$ cat src/rtl/alu_seq.sv
// Registered ALU with eight logic/arith ops, barrel shifts and an iterative shift-add multiply.
// Single-cycle ops complete at the issuing edge; MUL takes WIDTH cycles behind a busy flag.
module alu_seq #(
  parameter int WIDTH = 32
) (
  input  logic             clk,
  input  logic             reset,
  input  logic             start,
  input  logic [3:0]       op,
  input  logic [WIDTH-1:0] a,
  input  logic [WIDTH-1:0] b,
  output logic [WIDTH-1:0] result,
  output logic             c,
  output logic             n,
  output logic             z,
  output logic             v,
  output logic             busy,
  output logic             done
);

  localparam int SHW = $clog2(WIDTH);

  localparam logic [3:0] OP_NOTA = 4'd0;
  localparam logic [3:0] OP_NOTB = 4'd1;
  localparam logic [3:0] OP_AND  = 4'd2;
  localparam logic [3:0] OP_OR   = 4'd3;
  localparam logic [3:0] OP_XOR  = 4'd4;
  localparam logic [3:0] OP_XNOR = 4'd5;
  localparam logic [3:0] OP_ADD  = 4'd6;
  localparam logic [3:0] OP_SUB  = 4'd7;
  localparam logic [3:0] OP_LSL  = 4'd8;
  localparam logic [3:0] OP_LSR  = 4'd9;
  localparam logic [3:0] OP_ASR  = 4'd10;
  localparam logic [3:0] OP_MUL  = 4'd11;

  typedef enum logic {
    IDLE,
    MUL
  } state_t;

  state_t state, state_next;

  logic [WIDTH-1:0] result_next;
  logic             c_next, n_next, z_next, v_next, done_next;
  logic [WIDTH-1:0] acc, acc_next;
  logic [WIDTH-1:0] mcand, mcand_next;
  logic [WIDTH-1:0] mplier, mplier_next;
  logic [SHW:0]     count, count_next;

  logic [WIDTH-1:0] alu_res;
  logic             alu_c, alu_v;
  logic [WIDTH-1:0] b_eff;
  logic [WIDTH:0]   add_ext;
  logic [SHW-1:0]   shamt;
  logic [WIDTH:0]   lsl_ext, lsr_ext, asr_ext;
  logic signed [WIDTH:0] asr_src;
  logic [WIDTH-1:0] mul_sum;

  // Single-cycle datapath; shifts carry one guard bit so the last bit shifted out lands in it.
  always_comb begin
    b_eff   = (op == OP_SUB) ? ~b : b;
    add_ext = {1'b0, a} + {1'b0, b_eff} + {{WIDTH{1'b0}}, (op == OP_SUB)};
    shamt   = b[SHW-1:0];
    lsl_ext = {1'b0, a} << shamt;
    lsr_ext = {a, 1'b0} >> shamt;
    asr_src = $signed({a, 1'b0});
    asr_ext = $unsigned(asr_src >>> shamt);
    alu_res = '0;
    alu_c   = 1'b0;
    alu_v   = 1'b0;
    case (op)
      OP_NOTA: alu_res = ~a;
      OP_NOTB: alu_res = ~b;
      OP_AND:  alu_res = a & b;
      OP_OR:   alu_res = a | b;
      OP_XOR:  alu_res = a ^ b;
      OP_XNOR: alu_res = ~(a ^ b);
      OP_ADD, OP_SUB: begin
        alu_res = add_ext[WIDTH-1:0];
        alu_c   = add_ext[WIDTH];
        alu_v   = (a[WIDTH-1] == b_eff[WIDTH-1]) && (add_ext[WIDTH-1] != a[WIDTH-1]);
      end
      OP_LSL: begin
        alu_res = lsl_ext[WIDTH-1:0];
        alu_c   = lsl_ext[WIDTH];
      end
      OP_LSR: begin
        alu_res = lsr_ext[WIDTH:1];
        alu_c   = lsr_ext[0];
      end
      OP_ASR: begin
        alu_res = asr_ext[WIDTH:1];
        alu_c   = asr_ext[0];
      end
      default: alu_res = '0;
    endcase
  end

  assign mul_sum = acc + (mplier[0] ? mcand : '0);

  always_comb begin
    state_next  = state;
    result_next = result;
    c_next      = c;
    n_next      = n;
    z_next      = z;
    v_next      = v;
    done_next   = 1'b0;
    acc_next    = acc;
    mcand_next  = mcand;
    mplier_next = mplier;
    count_next  = count;
    case (state)
      IDLE: begin
        if (start) begin
          if (op == OP_MUL) begin
            mcand_next  = a;
            mplier_next = b;
            acc_next    = '0;
            count_next  = (SHW + 1)'(WIDTH);
            state_next  = MUL;
          end else begin
            result_next = alu_res;
            c_next      = alu_c;
            v_next      = alu_v;
            n_next      = alu_res[WIDTH-1];
            z_next      = (alu_res == '0);
            done_next   = 1'b1;
          end
        end
      end
      MUL: begin
        acc_next    = mul_sum;
        mcand_next  = mcand << 1;
        mplier_next = mplier >> 1;
        count_next  = count - 1'b1;
        if (count == (SHW + 1)'(1)) begin
          result_next = mul_sum;
          c_next      = 1'b0;
          v_next      = 1'b0;
          n_next      = mul_sum[WIDTH-1];
          z_next      = (mul_sum == '0);
          done_next   = 1'b1;
          state_next  = IDLE;
        end
      end
      default: state_next = IDLE;
    endcase
  end

  always_ff @(posedge clk or posedge reset) begin
    if (reset) begin
      state  <= IDLE;
      result <= '0;
      c      <= 1'b0;
      n      <= 1'b0;
      z      <= 1'b0;
      v      <= 1'b0;
      done   <= 1'b0;
      acc    <= '0;
      mcand  <= '0;
      mplier <= '0;
      count  <= '0;
    end else begin
      state  <= state_next;
      result <= result_next;
      c      <= c_next;
      n      <= n_next;
      z      <= z_next;
      v      <= v_next;
      done   <= done_next;
      acc    <= acc_next;
      mcand  <= mcand_next;
      mplier <= mplier_next;
      count  <= count_next;
    end
  end

  assign busy = (state == MUL);

endmodule

$ cat config.mk
export PLATFORM = sky130hd
export DESIGN_NAME = alu_seq
export DESIGN_NICKNAME = d
export VERILOG_FILES = /design/src/rtl/alu_seq.sv
export SDC_FILE = /design/constraint.sdc
export NUM_CORES = 1
export LEC_CHECK = 0
export ABC_AREA = 1
export CAP_MARGIN = 20
export CELL_PAD_IN_SITES_DETAIL_PLACEMENT = 0
export CELL_PAD_IN_SITES_GLOBAL_PLACEMENT = 1
export CORE_MARGIN = 3
export CORE_UTILIZATION = 44
export DETAILED_ROUTE_END_ITERATION = 8
export HOLD_SLACK_MARGIN = 0.06
export PLACE_DENSITY = 0.84
export SLEW_MARGIN = 20
export SYNTH_ARGS = -nofsm -noshare
export SYNTH_HDL_FRONTEND = slang
export SYNTH_SLANG_ARGS = --single-unit
$ cat constraint.sdc
create_clock -name clk -period 9 [get_ports clk]
set_clock_uncertainty 0.1 [all_clocks]
set_input_delay 1.35 -clock clk [delete_from_list [all_inputs] [get_ports clk]]
set_output_delay 1.35 -clock clk [all_outputs]
set_load 0.05 [all_outputs]
* Word-level counts from Yosys, hierarchy flattened *
Index checks and enable logic that the tools add are counted.
W data, S select, Z words.

storage, ports and cells
  register bits = 140
  bits of input ports = 71
  output and inout port bits = 38
  word-level logic and storage cells = 94

cells by class
  add/subtract/negate cells = 4
  eq/ne operators = 18
  shift operators = 3
  multiplexer cells = 44
  bitwise gates (word level) = 7
  reduce and logical (&&, ||, !) cells = 7

operators with widths
  operator               count
  $mux W32               11
  $pmux W32 S10          1
  $pmux W32 S2           4
  $not A32 Y32           3
  $logic_not A32 Y1      2
  $add A32 B32 Y33       1
  $add A33 B1 Y33        1
  $shl A32 B5 Y33        1
  $shr A33 B5 Y33        1
  $sshr A33 B5 Y33       1
  $add A32 B32 Y32       1
  $and A32 B32 Y32       1
  $or A32 B32 Y32        1
  $xor A32 B32 Y32       1
  $mux W1                18
  $eq A4 B3 Y1 const B   4
  $eq A4 B4 Y1 const B   4
  $mux W6                2
  $pmux W1 S2            6
  $pmux W6 S2            1
  $eq A4 B2 Y1 const B   2
  $eq A6 B1 Y1 const B   1
  $ne A2 B2 Y1 const B   3
  $sub A6 B1 Y6 const B  1
  other kinds (11)       11

* Logic depth before layout (Yosys ltp) *
Gate-level depths: netlist (run 1).

  depth after elaboration = 10
  gate-level depth with buffers = 27
  gate-level depth less buffers = 26

* Worst setup path before layout (run 1) *
Ideal clock, no wire load.

  kind = input to register
  start point = input b[4]
  end point = register z
  setup time = 0.066 ns
  arrival = 4.037 ns
  required time = 8.834 ns
  setup slack = 4.797 ns
  stages on the path = 26
  buffers on the path = 3
  cell sequence = clkbuf_1 -> inv_1 -> clkbuf_1 -> buf_1 -> xor2_1 -> ha_1 -> nand2_1 -> nor2_1 -> inv_1 -> nor2_1 -> nand2_1 -> nand3_1 -> nand2_1 -> nand2_1 -> nor2_1 -> nor2_1 -> nand2_1 -> nor2_1 -> nand2_1 -> nor2_1 -> nand3_1 -> nor2_1 -> nand2_1 -> nand2_1 -> nand2_1 -> nand2_1

between the ends
  word-level cells in the longest chain between the ends = 9
  elaborated cells between the ends (all ways) = 16
  those cells by class = add/sub: 2; shift: 3; mux: 5; bitwise: 5; reduce/logical: 1

RTL lines
  element               RTL line  RTL
  start, declared       11        input logic [WIDTH-1:0] b,
  $not A32 Y32          61, 73
  $mux W32              61        b_eff = (op == OP_SUB) ? ~b : b;
  $add A32 B32 Y33      62        add_ext = {1'b0, a} + {1'b0, b_eff} + {{WIDTH{1'b0}}, (op == OP_SUB)};
  $add A33 B1 Y33       62
  $pmux W32 S10 *       71        case (op)
  $logic_not A32 Y1 *   127       z_next = (alu_res == '0);
  $mux W1 *             116       if (op == OP_MUL) begin
  $mux W1 *             115       if (start) begin
  $pmux W1 S2 *         113       case (state)
  end signal, assigned  169       z <= z_next;
  end, declared         15        output logic z,

Every way passes the cells marked *; elsewhere a longest branch is shown, timed or not. The select of a mux whose other input is x is not followed.
A chain may end at the register's enable or synchronous reset.

* Worst setup path after layout (run 1) *
  start point = input b[0]
  end point = register z

Same word-level chain as after synthesis.

==> impl_metrics.ini, run 1 <==
[place]
portBuffers = 108
dp_hpwl_um = 62700
place.gp.congestion = 1.03
dpl_worst_slack_ns = 3.50

[min_path]
hold_path.class = register to register
hold_start = count[5]
worstHoldPathCells = 1
hold_end = count[5]

[floorplan]
core_area_sq_um = 37800
num_rows = 71
dieWidth_um = 202
initial_core_util_pct = 44.8
die_h_um = 202
dieArea_sq_um = 40800
io-pin-count = 109

[cts]
cts_setup_buffers = 0
cts_root_buffer = clkbuf_16
clkTransAtPathRegs_ns = 0.08
cts_tree = done
clock-sinks = 139
cts.path.max_buffers = 2
cts_resized = 0
cts_made_buffers = 17
ctsHoldBuffers = 0
clk_latency_ns = 0.46
htreeDepth = 4

[global_routing]
grt_pass1_vias = 19400
gr-usage-met2_pct = 61.2
grt_max_degree = 78
grt.met1_usage_pct = 48.5
grt_use_total_pct = 37.4
use_met3_pct = 5.62
grt_busiest_layer = met2
grt_first_pass_wirelength_um = 117000
antenna_found_initial = 2
grt_overflow = 0

[detailed_routing]
drt-initial-drc-count = 2161
drt-total-wl_um = 77800
routed_via_density = 6.00
vias = 20400
wire_per_inst_um = 22.9
dr.pass1.iters = 6
route.detailed.drc = 0
drt.antenna.violating_nets = 0

[logic_synthesis]
syn_inst = 2847
synth_warnings = 0
yosysTopAreaCellShare_pct = 20.6
ys_types = 43
async_reset_ff_share_pct = 100
synth_nets = 3057
synth.most_common_cell = nand2_1
ys_ff_latch = 139
yosys.area.top_type = dfrtp_1
synth_enable_flop_cells = 0
synthTopCellsByCount = 868 x nand2_1, 465 x nand3_1, 274 x inv_1, 268 x nor2_1, 139 x dfrtp_1
ys_top_cells_by_area = dfrtp_1 21%, nand2_1 19%, nand3_1 14%
ys_seq_area_share_pct = 20.6
syn_area_sq_um = 16900
syn_area_per_cell_sq_um = 5.94
synth-main-ff-cell = dfrtp_1

[sta]
rsz0062_at_grt = false
worst_pin_slew_ns = 1.03
fmax_ghz = 0.191
hold_viol = 0
period_minus_slack_ns = 5.23
max_slew_margin_pct = 31.5
slew_viol_final = 0
fin_setup_tns_ns = 0
post-route-period-util_pct = 58.1
fin_ws_ns = 3.77
setup_violations = 0

[setup_path]
cp.arrival_ns = 5.52
crit_required_ns = 9.29
crit_path_start_kind = input pin
regToRegSetupSlack_ns = 5.14
r2r_start = mplier[0]
endpoint_kind = register
reg2reg_depth = 21
crit_path_start = b[0]
cp_max_fo = 40
r2r-end = z
critPathKind = input pin to register

[cells_and_area]
n_antenna_cell = 0
nets = 3080
area_delta_synth_final_pct = 11.5
drive_above_1_share_pct = 3.85

[outcome]
outcome = complete, no violations

[pwr]
peakVddDrop_v = 0.000134
p_leak_uw = 0.00946
powerDensity_nw_per_um2 = 204

[flow_run]
maxCapViolations = 0
==> stage by stage <==
step / cells / utilization [%] / instance area [sq um] / hold WS, ns / power, uW
after floorplan: 2847 / - / 16900 / 0.346 / 2390
after global placement: 3361 / 48.4 / 18300 / 0.380 / 3050
after detailed placement: 3362 / 48.4 / 18300 / 0.369 / 3080
after CTS: 3394 / 50.0 / 18900 / 0.378 / 3820
after global routing: 3394 / 50.0 / 18900 / 0.389 / 4080
final: 3394 / 50.0 / 18900 / 0.377 / 3840
==> logic make-up (layout without fill, tap and decap cells) <==
family | count (synthesis) | after routing | share of synthesized area [%]
muxes | 1 | 1 | 0.0592
buffers and inverters | 424 | 460 | 9.90
adders and majority gates | 139 | 139 | 10.4
DFF | 139 | 139 | 20.6
and+or+nand+nor | 1715 | 1715 | 43.1
xor gates and xnor gates | 45 | 45 | 2.33
AOI/OAI and AO/OA | 384 | 384 | 13.7
==> worst max-delay path: stages <==
cell and delay [ns]:
clkdlybuf4s50_1 0.39, buf_4 0.27, inv_2 0.55, nand3_1 0.16, nand2_1 0.24, inv_1 0.10, fa_1 0.38, inv_1 0.15
nand3_1 0.09, nand3_1 0.18, nand2_1 0.08, nand3_1 0.17, nand2_1 0.07, nand2_1 0.06, nor2_1 0.05, nor2_1 0.10
nand2_1 0.08, nor2_1 0.11, nand2_1 0.06, nor2_1 0.20, nand3_1 0.18, nor2_1 0.21, nand2_1 0.07, nand2_1 0.06
nand2_1 0.05, nand2_1 0.08
==> registers in the layout (all words and copies together) (netlist names) <==
name,count
acc,32
mcand,32
mplier,32
result,32
count,6
busy,1
c,1
done,1
v,1
z,1
==> placed cells by master (no fill, tap or decap), types with 29 or more instances in the layout <==
cell,synthesis,layout
nand4_1,32,32
o21ai_0,78,78
nand3_1,465,465
o211ai_1,39,39
o221ai_1,34,34
inv_1,274,270
xor2_1,42,42
ha_1,137,137
o21ai_1,45,45
clkdlybuf4s50_1,0,105
a21oi_1,104,104
dfrtp_1,139,138
buf_4,7,29
nand2_1,868,866
nor3_1,30,30
nor2_1,268,264
==> metal layers <==
layer	wire, um	vias to the layer above
li1	-	9520
met1	32100	9632
met2	35100	1015
met3	6240	192
met4	4360	2
met5	13	-
==> layout make-up <==
| cell class | count | area [sq um] |
|---|---|---|
| clock buffers | 18 | 439 |
| clock inverters | 14 | 149 |
| fillers | 4014 | 18900 |
| inverters | 291 | 1100 |
| multi-input cells | 2284 | 11800 |
| flip-flops and latches | 139 | 3480 |
| well taps | 511 | 639 |
| repair buffers | 137 | 1280 |
==> worst max-delay path by stage <==
stage | cells after the start | end
6_report | 26 | z
5_1_grt | 26 | z
4_1_cts | 26 | z
3_5_place_dp | 26 | z
3_3_place_gp | 26 | z
2_1_floorplan | 1 | acc[0]
==> where the power goes <==
group,switching [uW],internal [uW]
Sequential,164,873
Clock,328,400
Combinational,1440,633
Total,1940,1910
Power figures use the tool's default switching activity.
==> run 2: changes to the inputs <==
Settings changed: CORE_UTILIZATION 44 to 39, PLACE_DENSITY 0.84 to 0.79.
Clock period 9 ns to 4.8 ns, I/O delays scaled along.
==> impl_metrics.ini, run 2 (synthesized netlist as in run 1, its figures left out) <==
[outcome]
outcome = complete, no violations

[cells_and_area]
multiInputGateArea_sq_um = 11800
nFillCells = 4622
area_delta_synth_final_pct = 14.9
layout_common_cells = 867 x nand2_1, 465 x nand3_1, 270 x inv_1
final_cell_area_sq_um = 19400
nets = 3139
seq_area_sq_um = 3480
drive_above_1_share_pct = 5.64
mostFrequentLayoutCell = nand2_1

[pwr]
p_leak_uw = 0.00975
powerDensity_nw_per_um2 = 374
seq_power_share_pct = 27.5
pwr-share-clk_pct = 18.4
switchingPower_uw = 3630
totalPowerFinal_uw = 7280
peakVddDrop_v = 0.000240
internal_power_uw = 3650
switching_share_pct = 49.8
pwr-share-comb_pct = 54.1

[sta]
fmax_ghz = 0.230
post-route-period-util_pct = 90.6
worst_pin_slew_ns = 1.14
period_minus_slack_ns = 4.35
fin_setup_tns_ns = 0
slew_viol_final = 0
hold_viol = 0
setup_violations = 0
max_slew_margin_pct = 23.5
rsz0062_at_grt = false

[cts]
cts_made_buffers = 17
cts_tree = done
clk_latency_ns = 0.43
clock-sinks = 139
cts_setup_buffers = 0
cts_root_buffer = clkbuf_16
clkTransAtPathRegs_ns = 0.06
cts_resized = 0
ctsHoldBuffers = 0
cts.path.max_buffers = 2
htreeDepth = 4

[place]
place.gp.congestion = 1.06
placed_cell_area_sq_um = 18900
dp_hpwl_um = 68900
portBuffers = 108

[global_routing]
grt_use_total_pct = 35.6
grt_first_pass_wirelength_um = 124000
grt_max_degree = 96
grt_overflow = 0
grt_pass1_vias = 19600
antenna_found_initial = 2

[detailed_routing]
routed_via_density = 5.84
wire_per_inst_um = 24.0
vias = 20600
drt.antenna.violating_nets = 0
drt-total-wl_um = 84400
dr.pass1.iters = 8
drt-initial-drc-count = 2045
route.detailed.drc = 0

[min_path]
hold_path.class = register to register

[floorplan]
dieWidth_um = 214
io-pin-count = 109
initial_core_util_pct = 39.9
die_h_um = 214
dieArea_sq_um = 45900
num_rows = 75
core_area_sq_um = 42400

[setup_path]
crit_slowest_cell = clkdlybuf4s50_1
endpoint_kind = register
cp.arrival_ns = 4.62
cp_max_fo = 30
critPathKind = input pin to register
crit_path_start_kind = input pin
crit_required_ns = 5.07
max_stage_delay_ns = 0.55

[flow_run]
maxCapViolations = 0
run 2: changes by cell type in the layout (fill, tap and decap cells not counted), moves of 2 or more:
cell,change
buf_4,+56
inv_8,-4
buf_12,+3
clkbuf_1,+3
diode_2,+3
clkinvlp_4,+2
nor2_2,-2
nor2_4,+2
run 2: area by class of cell:
cell class / instances / area share (%)
multi-input cells: 2284 / 60.6
flip-flops and latches: 139 / 17.9
repair buffers: 196 / 9.07
inverters: 291 / 5.66
well taps: 577 / 3.71
clock buffers: 21 / 2.32
clock inverters: 11 / 0.695
diodes: 3 / 0.0386
run 2: critical path: cells and delay by family:
kind / cells / cell delay (ns)
compound gates: 1 / 0.20
xor+xnor: 1 / 0.18
fa+ha+maj: 1 / 0.41
buf+inv: 4 / 0.94
simple gates: 18 / 2.12
run 2: stage by stage:
| stage | util (%) | hold slack, ns | setup slack [ns] | cells |
|---|---|---|---|---|
| floorplan | - | 0.346 | 0.255 | 2847 |
| global placement | 44.4 | 0.358 | 0.0990 | 3487 |
| detailed placement | 44.4 | 0.367 | 0.106 | 3487 |
| CTS | 45.8 | 0.378 | 0.545 | 3519 |
| global route | 45.8 | 0.434 | 0.150 | 3521 |
| finish | 45.8 | 0.376 | 0.450 | 3522 |
run 2: path summary, 6_finish.rpt:
path                       slack, ns       from         end  depth (start not counted)
setup / recovery                0.45      op[2]           z                         25
hold / removal                  0.38   count[5]    count[5]                          1
setup reg to reg                0.98  mplier[0]           z                         20
hold reg to reg                 0.38   count[5]    count[5]                          1
max in group asynchronous       3.02      reset  mplier[18]                          3
min in group asynchronous       0.72      reset  mplier[29]                          2
run 2: metal layers:
metal | up-vias | share of wire [%] | global-route usage, %
li1 | 9638 | - | -
met1 | 9780 | 42 | 45.7
met2 | 964 | 47 | 60.3
met3 | 175 | 6.5 | 4.24
met4 | 0 | 5.0 | 15.8
met5 | - | 0 | 0
run 2: power by group through the flow:
stage | clock network, uW | registers [uW] | logic [uW]
after floorplan | 0 | 2390 | 2100
after global placement | 0 | 2010 | 3850
after detailed placement | 0 | 2020 | 3880
after CTS | 1360 | 2000 | 3890
after global routing | 1410 | 2050 | 4260
final | 1340 | 2000 | 3940
==> run 3: changes to the inputs <==
Settings changed: CAP_MARGIN 20 to not set.
==> results of run 3 <==
No change in the layout: final DEF, timing and power equal those of run 2.
